## src/rtl/leading_run_counter_pipe.sv

```systemverilog
// leading_run_counter_pipe: counts MSB-first run of bits equal to a selected lead bit,
// using CHUNK-bit leaf counters merged by a registered binary tree under a single valid/ready enable.
module leading_run_counter_pipe #(
    parameter int WIDTH = 32,
    parameter int CHUNK = 4,
    parameter int TAG_W = 4,
    localparam int NLEAF = WIDTH / CHUNK,
    localparam int LEVELS = $clog2(NLEAF),
    localparam int CW = $clog2(WIDTH + 1)
) (
    input  logic             clk,
    input  logic             rst,
    input  logic             in_valid,
    output logic             in_ready,
    input  logic [WIDTH-1:0] in_data,
    input  logic             in_lead_sel,
    input  logic             in_lead,
    input  logic [TAG_W-1:0] in_tag,
    output logic             out_valid,
    input  logic             out_ready,
    output logic [CW-1:0]    out_count,
    output logic             out_all,
    output logic             out_lead,
    output logic [TAG_W-1:0] out_tag
);
    logic adv;
    logic lead_in;
    // Heap-ordered tree: node 1 is the root, children of n are 2n (MSB side) and 2n+1.
    logic [CW-1:0] node_d [1:2*NLEAF-1];
    logic [CW-1:0] node_q [1:2*NLEAF-1];
    logic vld_q [0:LEVELS];
    logic lead_q [0:LEVELS];
    logic [TAG_W-1:0] tag_q [0:LEVELS];

    function automatic logic [CW-1:0] leaf_count(input logic [CHUNK-1:0] b, input logic l);
        logic run;
        logic [CW-1:0] n;
        run = 1'b1;
        n = '0;
        for (int j = CHUNK - 1; j >= 0; j--) begin
            run = run && (b[j] == l);
            n = n + CW'(run);
        end
        return n;
    endfunction

    assign adv = !out_valid || out_ready;
    assign in_ready = adv;
    assign lead_in = in_lead_sel ? in_data[WIDTH-1] : in_lead;

    for (genvar i = 0; i < NLEAF; i++) begin : g_leaf
        assign node_d[NLEAF+i] = leaf_count(in_data[WIDTH-1-i*CHUNK -: CHUNK], lead_in);
    end

    for (genvar n = 1; n < NLEAF; n++) begin : g_merge
        localparam int H = (WIDTH >> ($clog2(n + 1) - 1)) / 2;
        assign node_d[n] = (node_q[2*n] == CW'(H)) ? CW'(H) + node_q[2*n+1] : node_q[2*n];
    end

    always_ff @(posedge clk) begin
        if (rst) begin
            for (int n = 1; n < 2 * NLEAF; n++) node_q[n] <= '0;
            for (int s = 0; s <= LEVELS; s++) begin
                vld_q[s] <= 1'b0;
                lead_q[s] <= 1'b0;
                tag_q[s] <= '0;
            end
        end else if (adv) begin
            node_q <= node_d;
            vld_q[0] <= in_valid;
            lead_q[0] <= lead_in;
            tag_q[0] <= in_tag;
            for (int s = 1; s <= LEVELS; s++) begin
                vld_q[s] <= vld_q[s-1];
                lead_q[s] <= lead_q[s-1];
                tag_q[s] <= tag_q[s-1];
            end
        end
    end

    assign out_valid = vld_q[LEVELS];
    assign out_lead = lead_q[LEVELS];
    assign out_tag = tag_q[LEVELS];
    assign out_count = node_q[1];
    assign out_all = node_q[1] == CW'(WIDTH);
endmodule
```

## config.mk

```make
export PLATFORM = sky130hd
export DESIGN_NAME = leading_run_counter_pipe
export DESIGN_NICKNAME = d
export VERILOG_FILES = /design/src/rtl/leading_run_counter_pipe.sv
export SDC_FILE = /design/constraint.sdc
export NUM_CORES = 1
export LEC_CHECK = 0
export ABC_AREA = 1
export CAP_MARGIN = 30
export CORE_MARGIN = 5
export CORE_UTILIZATION = 40
export DETAILED_ROUTE_END_ITERATION = 7
export SETUP_SLACK_MARGIN = 0.1
export SYNTH_ARGS = -nofsm -noshare
export SYNTH_HDL_FRONTEND = slang
export SYNTH_SLANG_ARGS = --single-unit
```

## constraint.sdc

```tcl
create_clock -name clk -period 4.9 [get_ports clk]
set_input_delay 0.735 -clock clk [delete_from_list [all_inputs] [get_ports clk]]
set_output_delay 0.735 -clock clk [all_outputs]
set_load 0.02 [all_outputs]
```

==> results of run 1 <==
[worst max-delay path, stage by stage]
cell             delay (ns)
clkdlybuf4s50_1        0.44
nor2_4                 0.22
inv_1                  0.06
clkdlybuf4s50_1        0.55
[final timing paths]
path                            slack (ns)        from  depth (start not counted)     endpoint
worst max-delay path                  2.16   out_ready                          4     in_ready
worst min-delay path                  0.46  node_q[50]                          2   node_q[50]
worst max register to register        3.13    vld_q[3]                          5  tag_q[0][1]
worst min register to register        0.46  node_q[50]                          2   node_q[50]
[area by class of cell]
cell class,count,share of cell area
inverter,77,0.0586
timing repair buffer,56,0.116
tap,136,0.0345
clock buffer,11,0.0266
multi-input combinational,311,0.381
sequential,80,0.374
clock inverter,5,0.00964
[synthesized netlist by cell type, types with 2 or more instances]
| master | instances |
|---|---|
| a21oi_2 | 6 |
| a22o_1 | 12 |
| a31oi_1 | 10 |
| buf_1 | 2 |
| buf_12 | 2 |
| buf_2 | 6 |
| buf_4 | 14 |
| dfxtp_1 | 56 |
| edfxtp_1 | 24 |
| ha_1 | 16 |
| inv_1 | 73 |
| inv_2 | 4 |
| nand2_1 | 106 |
| nand2_2 | 4 |
| nand3_1 | 27 |
| nand3_2 | 3 |
| nand3_4 | 4 |
| nand3b_1 | 7 |
| nand4_1 | 10 |
| nor2_1 | 37 |
| nor3_1 | 5 |
| o21ai_0 | 25 |
| o21ai_1 | 3 |
| o22ai_1 | 6 |
| xor2_1 | 14 |
| xor2_2 | 8 |
[power groups by stage]
stage / clock network, mW / logic (mW) / registers, mW
finish: 0.442 / 0.209 / 0.733
global route: 0.488 / 0.239 / 0.737
CTS: 0.458 / 0.212 / 0.733
detailed placement: 0 / 0.210 / 0.748
global placement: 0 / 0.205 / 0.747
floorplan: 0 / 0.148 / 0.744
[flip-flops by register name, summed over array words and instances, names as in the netlist]
name,cells
node_q,50
tag_q,16
out_count,6
lead_q,4
vld_q,4
[stage by stage]
| stage | total power [mW] | hold WS (ns) | utilization | cells |
|---|---|---|---|---|
| floorplan | 0.891 | 0.426 | - | 494 |
| global placement | 0.952 | 0.446 | 0.460 | 659 |
| detailed placement | 0.957 | 0.447 | 0.460 | 659 |
| CTS | 1.40 | 0.460 | 0.478 | 675 |
| global route | 1.46 | 0.474 | 0.480 | 676 |
| finish | 1.38 | 0.459 | 0.480 | 676 |
[cells in the final DEF, fill, tap and decap left out, types with 3 or more instances in the layout]
cell and count:
nand4_1 10, ha_1 16, nor3_1 5, inv_2 4, o21ai_1 3, nand3_4 4, nand2_2 4, a22o_1 12
clkbuf_8 9, xor2_1 14, xor2_2 8, a31oi_1 10, dfxtp_1 56, inv_1 73, edfxtp_1 24, o22ai_1 6
clkdlybuf4s50_1 55, a21oi_2 6, nand3b_1 7, nand3_1 27, nand2_1 106, o21ai_0 25, nand3_2 3, nor2_1 37
[routing by layer]
layer / GRT usage / part of all wire
met3: 0.0302 / 0.037
met4: 0.0457 / 0.0064
met2: 0.192 / 0.45
met1: 0.164 / 0.50
met5: 0 / 0
[cells by family (layout without fill, tap and decap cells)]
group                    Yosys count  after routing  share of synthesized area
flip-flops                        80             80                      0.438
adder cells (fa/ha/maj)           16             16                     0.0476
AND/OR/NAND/NOR                  210            210                      0.243
buffers and inverters            103            149                      0.116
XOR/XNOR                          22             22                     0.0601
AO/OA/AOI/OAI                     63             63                     0.0957
==> summary.md, run 1 <==
| Metric | Value |
|---|---|
| Status | `completed` |
| Number of buffers created by CTS | `9` |
| Fmax | `0.365 GHz` |
| Remaining DRCs | `0` |
| Pre-CTS setup slack | `1.78 ns` |
| Gr ovfl total | `0` |
| Fin Setup TNS | `0 ns` |
| Max cap viols | `0` |
| Crit. End Element | `output port` |
| Drt wl/cell | `10.7 um` |
| Syn nets | `552` |
| Biggest area consumer among synthesized cells | `dfxtp_1` |
| Slew headroom | `0.613` |
| I/O pins | `56` |
| FFs w/ async S/R, synth | `0` |
| Row Count | `37` |
| Antenna violations before repair | `0` |
| Area of the core | `10300 um^2` |
| Fill count | `999` |
| Worst slew pin tran | `0.580 ns` |
| Distinct cells, synth | `36` |
| Number of DRC markers in iteration 0 | `157` |
| Slew Limit Fails | `0` |
| Final setup margin | `2.16 ns` |
| CP Launch Type | `input pin` |
| Final setup vio count | `0` |
| Die ar. | `12700 um^2` |
| Final hold vios | `0` |
| Total GRT Usage | `0.123` |
| Syn. warnings | `0` |
| Peak supply drop | `0.110 mV` |
| Vias in the first global route | `3014` |
| Ys flop type | `dfxtp_1` |
| Post-Syn Instances | `494` |
| Antenna Nets Post-Route | `0` |
| Sequential share of the synthesized area | `0.438` |
| Post-CTS setup buffers | `0` |
| HPWL after detailed placement | `5240 um` |
| First-pass GRT wire length | `13300 um` |
| Multi-input gate area | `1880 um^2` |
| Port Buffers | `55` |
| Largest net degree at the start of global routing | `48` |
| Via Count | `3066` |
| Leakage | `2.16 nW` |
| Share of the synthesized area in the top cell type | `0.266` |
| Pre-antenna DRT Iters | `4` |
| GPL Wtd Cong | `0.777` |
| Layout cell share with drive strength beyond 1 | `0.0870` |
| Sw frac | `0.248` |
| Period minus WS final | `2.74 ns` |
| Sequential share of power | `0.530` |
| CTS Root Cell | `clkbuf_8` |
| Area contributors post-synth | `dfxtp_1 27%, edfxtp_1 17%, nand2_1 9.5%` |
| Synthesized area | `4210 um^2` |
| Clk pwr share | `0.319` |
| Logic pwr share | `0.151` |
| Clk Latency, worst-skew pair | `0.34 ns` |
| Ant. Diodes | `0` |
| FF+latch count, synth | `80` |
| Clock transition at path regs | `0.07 ns` |
| Clock Skew | `0.00677 ns` |
| Post-cts resize count | `0` |
| Chip Height | `113 um` |
| Final period util | `0.560` |
| Starting Density | `0.409` |
| PwrDens | `281 nW/um^2` |
| Final WL | `7230 um` |
| Kind of critical path | `in -> out` |
| CTS tree | `yes` |
| RSZ-0062 raised after global routing | `no` |
| Die X-Extent | `113 um` |
| Post-synth EDFFs | `24` |
| Maximum buffer depth of the clock tree | `2` |
| Sink Count | `80` |
| Post-Syn Area per Cell | `8.52 um^2` |
| Placed cell areas | `4730 um^2` |
| Crit path arrival time | `2.01 ns` |
| Final Net Count | `593` |
| H-tree depth | `3` |
| Hold Crit Class | `reg -> reg` |
| Switching pwr | `0.343 mW` |
| Internal Power | `1.04 mW` |
| Storage cell area | `1840 um^2` |
| Post-DR vias/cell | `4.54` |
| Area growth, synth to finish | `17.2%` |
| Hold-fix buffer count after cts | `0` |
| Crit Path Max Fanout | `3` |
| Design Area, Final | `4930 um^2` |
| Req. time, crit path | `4.16 ns` |
(Power assumes the default switching activity.)
==> inputs of run 2 (changes only) <==
==> constraint.sdc (replaced) <==
create_clock -name clk -period 2.8 [get_ports clk]
set_input_delay 0.42 -clock clk [delete_from_list [all_inputs] [get_ports clk]]
set_output_delay 0.42 -clock clk [all_outputs]
set_load 0.02 [all_outputs]
==> summary.md, run 2 (synthesis results as in run 1) <==
| Metric | Value |
|---|---|
| Gr ovfl total | `0 (unchanged)` |
| Clk Latency, worst-skew pair | `0.34 ns (about the same)` |
| Clock Skew | `0.0103 ns (was 0.00677 ns)` |
| Critical path buffers and inverters | `2 (was 3)` |
| Critical path cell sequence | `clkdlybuf4s50_1, inv_2, nand2_4, nand2_8, xor2_1, nand2_1, nand2_1, ha_1, ha_1, a22o_1 (was clkdlybuf4s50_1, nor2_4, inv_1, clkdlybuf4s50_1)` |
| GPL Wtd Cong | `0.769 (was 0.777)` |
| Commonest non-fill, non-tap cell in the layout | `nand2_1 (unchanged)` |
| Top reg by flops | `node_q (unchanged)` |
| Largest register FFs | `50 (unchanged)` |
| Via Count | `3107 (was 3066)` |
| Critical path's slowest cell | `clkdlybuf4s50_1 (unchanged)` |
| Final hold vios | `0 (unchanged)` |
| Fin Setup TNS | `0 ns (unchanged)` |
| Layout cell share with drive strength beyond 1 | `0.0961 (was 0.0870)` |
| First-pass GRT wire length | `13000 um (was 13300 um)` |
| Starting Density | `0.409 (unchanged)` |
| Post-cts resize count | `0 (unchanged)` |
| Worst Hold Depth | `2 (unchanged)` |
| Number of buffers created by CTS | `9 (unchanged)` |
| Post-CTS setup buffers | `0 (unchanged)` |
| Hold Crit Class | `reg -> reg (unchanged)` |
| Final WL | `7270 um (was 7230 um)` |
| Sink Count | `80 (unchanged)` |
| Crit. End Element | `register (was output port)` |
| Max cap viols | `0 (unchanged)` |
| Worst path depth | `10 (was 4)` |
| CP peak stage delay | `0.53 ns (was 0.55 ns)` |
| Most frequent cells in the layout | `106 x nand2_1, 73 x inv_1, 56 x dfxtp_1 (unchanged)` |
| Fmax | `0.462 GHz` |
| H-tree depth | `3 (unchanged)` |
| Vias in the first global route | `3005 (was 3014)` |
| Drt wl/cell | `10.7 um (about the same)` |
| Post-DR vias/cell | `4.59 (was 4.54)` |
| Ant. Diodes | `0 (unchanged)` |
| CTS tree | `yes (unchanged)` |
| Number of DRC markers in iteration 0 | `130 (was 157)` |
| Clock transition at path regs | `0.07 ns (about the same)` |
| Maximum buffer depth of the clock tree | `2 (unchanged)` |
| Remaining DRCs | `0 (unchanged)` |
| Die X-Extent | `113 um (unchanged)` |
| CTS Root Cell | `clkbuf_8 (unchanged)` |
| Final Net Count | `594 (was 593)` |
| Crit path arrival time | `2.40 ns (was 2.01 ns)` |
| Req. time, crit path | `3.03 ns (was 4.16 ns)` |
| Period minus WS final | `2.17 ns` |
| Final setup vio count | `0 (unchanged)` |
| Total GRT Usage | `0.121 (was 0.123)` |
| Core Util, Final | `0.482 (was 0.480)` |
| HPWL after detailed placement | `5250 um (was 5240 um)` |
| Area growth, synth to finish | `17.6% (was 17.2%)` |
| Crit Path Max Fanout | `37 (was 3)` |
| Worst reg2reg path depth | `5 (unchanged)` |
| Row Count | `37 (unchanged)` |
| Antenna violations before repair | `0 (unchanged)` |
| Chip Height | `113 um (unchanged)` |
| Slew headroom | `0.608 (was 0.613)` |
| PwrDens | `505 nW/um^2 (was 281 nW/um^2)` |
| Hold-fix buffer count after cts | `0 (unchanged)` |
| Leakage | `2.17 nW (was 2.16 nW)` |
| Antenna Nets Post-Route | `0 (unchanged)` |
| Largest delay share family, worst path | `buffers and inverters (unchanged)` |
| Peak supply drop | `0.275 mV (was 0.110 mV)` |
| Worst slew pin tran | `0.587 ns (was 0.580 ns)` |
| Pre-antenna DRT Iters | `4 (unchanged)` |
| Final period util | `0.774` |
| Die ar. | `12700 um^2 (unchanged)` |
| Port Buffers | `55 (unchanged)` |
| Largest net degree at the start of global routing | `45 (was 48)` |
| Status | `completed (unchanged)` |
| Fill count | `1028 (was 999)` |
| Kind of critical path | `in -> reg (was in -> out)` |
| Slew Limit Fails | `0 (unchanged)` |
| Area of the core | `10300 um^2 (unchanged)` |
| I/O pins | `56 (unchanged)` |
| CP Launch Type | `input pin (unchanged)` |
| RSZ-0062 raised after global routing | `no (unchanged)` |
-- run 2: power by group --
part / total, mW / leakage, nW / switching [mW] / internal (mW)
combinational: 0.367 / 1.32 / 0.201 / 0.166
clock: 0.851 / 0.102 / 0.429 / 0.422
sequential: 1.28 / 0.742 / 0.0314 / 1.25
total: 2.50 / 2.17 / 0.661 / 1.84
-- run 2: worst paths after layout --
check	start	slack, ns	endpoint
max reg2reg	vld_q[3]	1.22	node_q[8]
min reg2reg	node_q[51]	0.46	node_q[51]
max	in_lead_sel	0.63	node_q[13]
min	node_q[51]	0.46	node_q[51]
-- run 2: routing by layer --
metal	track usage	up-vias	wire length, um
li1	-	1677	-
met4	0.0465	0	102
met2	0.193	50	3180
met1	0.162	1372	3740
met3	0.0243	8	249
met5	0	-	0
-- run 2: cell type report --
type | count | area (um^2) | area share
multi-input cells | 311 | 1880 | 0.380
well taps | 136 | 170 | 0.0344
clock buffers | 9 | 124 | 0.0250
repair buffers | 57 | 566 | 0.114
clock inverters | 7 | 80.1 | 0.0162
inverters | 77 | 289 | 0.0584
flip-flops and latches | 80 | 1840 | 0.372
-- run 2: worst reg2reg max path: cells and delay by family, from the launching register on --
family | cells | cell delay [ns]
buf+inv | 2 | 0.55
simple gates | 2 | 0.39
flops | 1 | 0.36
compound gates | 1 | 0.22
-- run 2: per-stage QoR --
step	cells	total power, mW	hold WS (ns)	worst slack (ns)	instance area [um^2]
after detailed placement	661	1.68	0.444	0.269	4750
after global routing	677	2.64	0.484	0.470	4950
after CTS	677	2.54	0.460	0.637	4950
after floorplan	494	1.56	0.426	0.981	4210
after global placement	661	1.67	0.445	0.332	4750
final	677	2.50	0.457	0.633	4950
==> inputs of run 3 (changes only) <==
==> constraint.sdc (replaced) <==
create_clock -name clk -period 2.3 [get_ports clk]
set_input_delay 0.345 -clock clk [delete_from_list [all_inputs] [get_ports clk]]
set_output_delay 0.345 -clock clk [all_outputs]
set_load 0.02 [all_outputs]
==> summary.md, run 3 (synthesis results as in run 1) <==
| Metric | Value |
|---|---|
| Antenna violations before repair | `0 (unchanged)` |
| Hold-fix buffer count after cts | `0 (unchanged)` |
| Number of DRC markers in iteration 0 | `193 (was 130)` |
| Switching pwr | `0.753 mW (was 0.661 mW)` |
| Largest net degree at the start of global routing | `47 (was 45)` |
| Critical path origin | `in_lead_sel (unchanged)` |
| Post-DR vias/cell | `4.58 (was 4.59)` |
| Clock Skew | `0.00818 ns (was 0.0103 ns)` |
| Sink Count | `80 (unchanged)` |
| Pre-CTS setup slack | `-0.169 ns (was 0.269 ns)` |
| Remaining DRCs | `0 (unchanged)` |
| Tot Pwr | `3.09 mW (was 2.50 mW)` |
| Row Count | `37 (unchanged)` |
| Gr ovfl total | `0 (unchanged)` |
| Largest register FFs | `50 (unchanged)` |
| Top reg by flops | `node_q (unchanged)` |
| Slew Limit Fails | `0 (unchanged)` |
| Die X-Extent | `113 um (unchanged)` |
| Drt wl/cell | `11.0 um (was 10.7 um)` |
| Slew headroom | `0.621 (was 0.608)` |
| Clock transition at path regs | `0.07 ns (about the same)` |
| Final setup margin | `0.280 ns (was 0.633 ns)` |
| Clk Latency, worst-skew pair | `0.34 ns (about the same)` |
| Fmax | `0.495 GHz` |
| Crit path arrival time | `2.25 ns (was 2.40 ns)` |
| Max cap viols | `0 (unchanged)` |
| Final setup vio count | `0 (unchanged)` |
| Logic pwr share | `0.149 (was 0.147)` |
| Status | `completed (unchanged)` |
| Period minus WS final | `2.02 ns` |
| Via Count | `3128 (was 3107)` |
| Worst slew pin tran | `0.568 ns (was 0.587 ns)` |
| Final hold vios | `0 (unchanged)` |
| Most frequent cells in the layout | `106 x nand2_1, 73 x inv_1, 56 x dfxtp_1 (unchanged)` |
| Sw frac | `0.243 (was 0.264)` |
| Leakage | `2.20 nW (was 2.17 nW)` |
| Design Area, Final | `5020 um^2 (was 4950 um^2)` |
| Commonest non-fill, non-tap cell in the layout | `nand2_1 (unchanged)` |
| GPL Wtd Cong | `0.780 (was 0.769)` |
| Crit Path Max Fanout | `18 (was 37)` |
| Fill count | `1026 (was 1028)` |
| Core Util, Final | `0.489 (was 0.482)` |
| Final Net Count | `600 (was 594)` |
| Vias in the first global route | `3086 (was 3005)` |
| Total GRT Usage | `0.123 (was 0.121)` |
| Final period util | `0.878` |
| Post-CTS setup buffers | `0 (unchanged)` |
| Hold WS | `0.461 ns (was 0.457 ns)` |
| Maximum buffer depth of the clock tree | `2 (unchanged)` |
| Placed cell areas | `4800 um^2 (was 4750 um^2)` |
| Req. time, crit path | `2.53 ns (was 3.03 ns)` |
| Starting Density | `0.409 (unchanged)` |
| H-tree depth | `3 (unchanged)` |
| Port Buffers | `55 (unchanged)` |
| I/O pins | `56 (unchanged)` |
| Area of the core | `10300 um^2 (unchanged)` |
| Pre-antenna DRT Iters | `4 (unchanged)` |
| PwrDens | `616 nW/um^2 (was 505 nW/um^2)` |
| CTS tree | `yes (unchanged)` |
| Antenna Nets Post-Route | `0 (unchanged)` |
| Peak supply drop | `0.278 mV (was 0.275 mV)` |
| Internal Power | `2.34 mW (was 1.84 mW)` |
| Sequential share of power | `0.505 (was 0.513)` |
| Hold_sp | `node_q[63] (was node_q[51])` |
| Layout cell share with drive strength beyond 1 | `0.0987 (was 0.0961)` |
| CTS Root Cell | `clkbuf_8 (unchanged)` |
| Hold Crit Class | `reg -> reg (unchanged)` |
| CP Launch Type | `input pin (unchanged)` |
| RSZ-0062 raised after global routing | `no (unchanged)` |
| HPWL after detailed placement | `5280 um (was 5250 um)` |
| Crit. End Element | `register (unchanged)` |
| Final WL | `7550 um (was 7270 um)` |
| First-pass GRT wire length | `13300 um (was 13000 um)` |
| Die ar. | `12700 um^2 (unchanged)` |
| Reg2Reg Launch Point | `vld_q[3] (unchanged)` |
| Chip Height | `113 um (unchanged)` |
| Area growth, synth to finish | `19.4% (was 17.6%)` |
| Number of buffers created by CTS | `9 (unchanged)` |
| Kind of critical path | `in -> reg (unchanged)` |
| Ant. Diodes | `0 (unchanged)` |
| Clk pwr share | `0.346 (was 0.340)` |
-- run 3: cell count changes in the layout (fill, tap and decap cells not counted), sizes merged --
cell / delta
clkinvlp: -1
inv: -2
clkinv: -1
nand2: +1
clkbuf: +3
bufinv: +1
buf: +5
-- run 3: timing repair --
action | 4_1_cts | 5_1_grt
endpoints found under the setup margin | 0 | 4
hold endpoints to repair | 0 | 0
resized for setup | 0 | 2
-- run 3: area by class of cell --
type	count	area, um^2	area share
inverter	77	289	0.0575
clock buffer	12	135	0.0269
timing repair buffer	62	616	0.123
clock inverter	4	68.8	0.0137
tap	136	170	0.0339
multi-input combinational	312	1900	0.379
sequential	80	1840	0.367
-- run 3: power groups by stage --
| stage | registers (mW) | clock network [mW] | logic (mW) |
|---|---|---|---|
| 2_1_floorplan | 1.58 | 0 | 0.314 |
| 3_3_place_gp | 1.59 | 0 | 0.449 |
| 3_5_place_dp | 1.59 | 0 | 0.458 |
| 4_1_cts | 1.56 | 1.10 | 0.462 |
| 5_1_grt | 1.57 | 1.17 | 0.525 |
| 6_report | 1.56 | 1.07 | 0.462 |
-- run 3: worst paths after layout --
check / end / slack (ns) / cells after the start
min reg2reg: node_q[63] / 0.46 / 2
max reg2reg: node_q[78] / 0.88 / 6
max: node_q[13] / 0.28 / 8
min: node_q[63] / 0.46 / 2
-- run 3: layer usage --
layer,global-route usage,part of all wire,vias to the layer above
li1,-,-,1688
met4,0.0425,0.014,0
met5,0,0,-
met2,0.200,0.45,46
met1,0.163,0.50,1385
met3,0.0264,0.033,9
-- run 3: worst max-delay path: stages --
cell and delay, ns:
clkdlybuf4s50_1 0.54, nand2_2 0.19, nand2_8 0.26, xor2_2 0.19, a21oi_2 0.05, ha_1 0.19, ha_1 0.27, a22o_1 0.22
-- run 3: metrics by stage --
stage | setup TNS (ns) | instances
floorplan | 0 | 494
global placement | -0.675 | 666
detailed placement | -1.36 | 666
CTS | 0 | 682
global route | 0 | 683
finish | 0 | 683
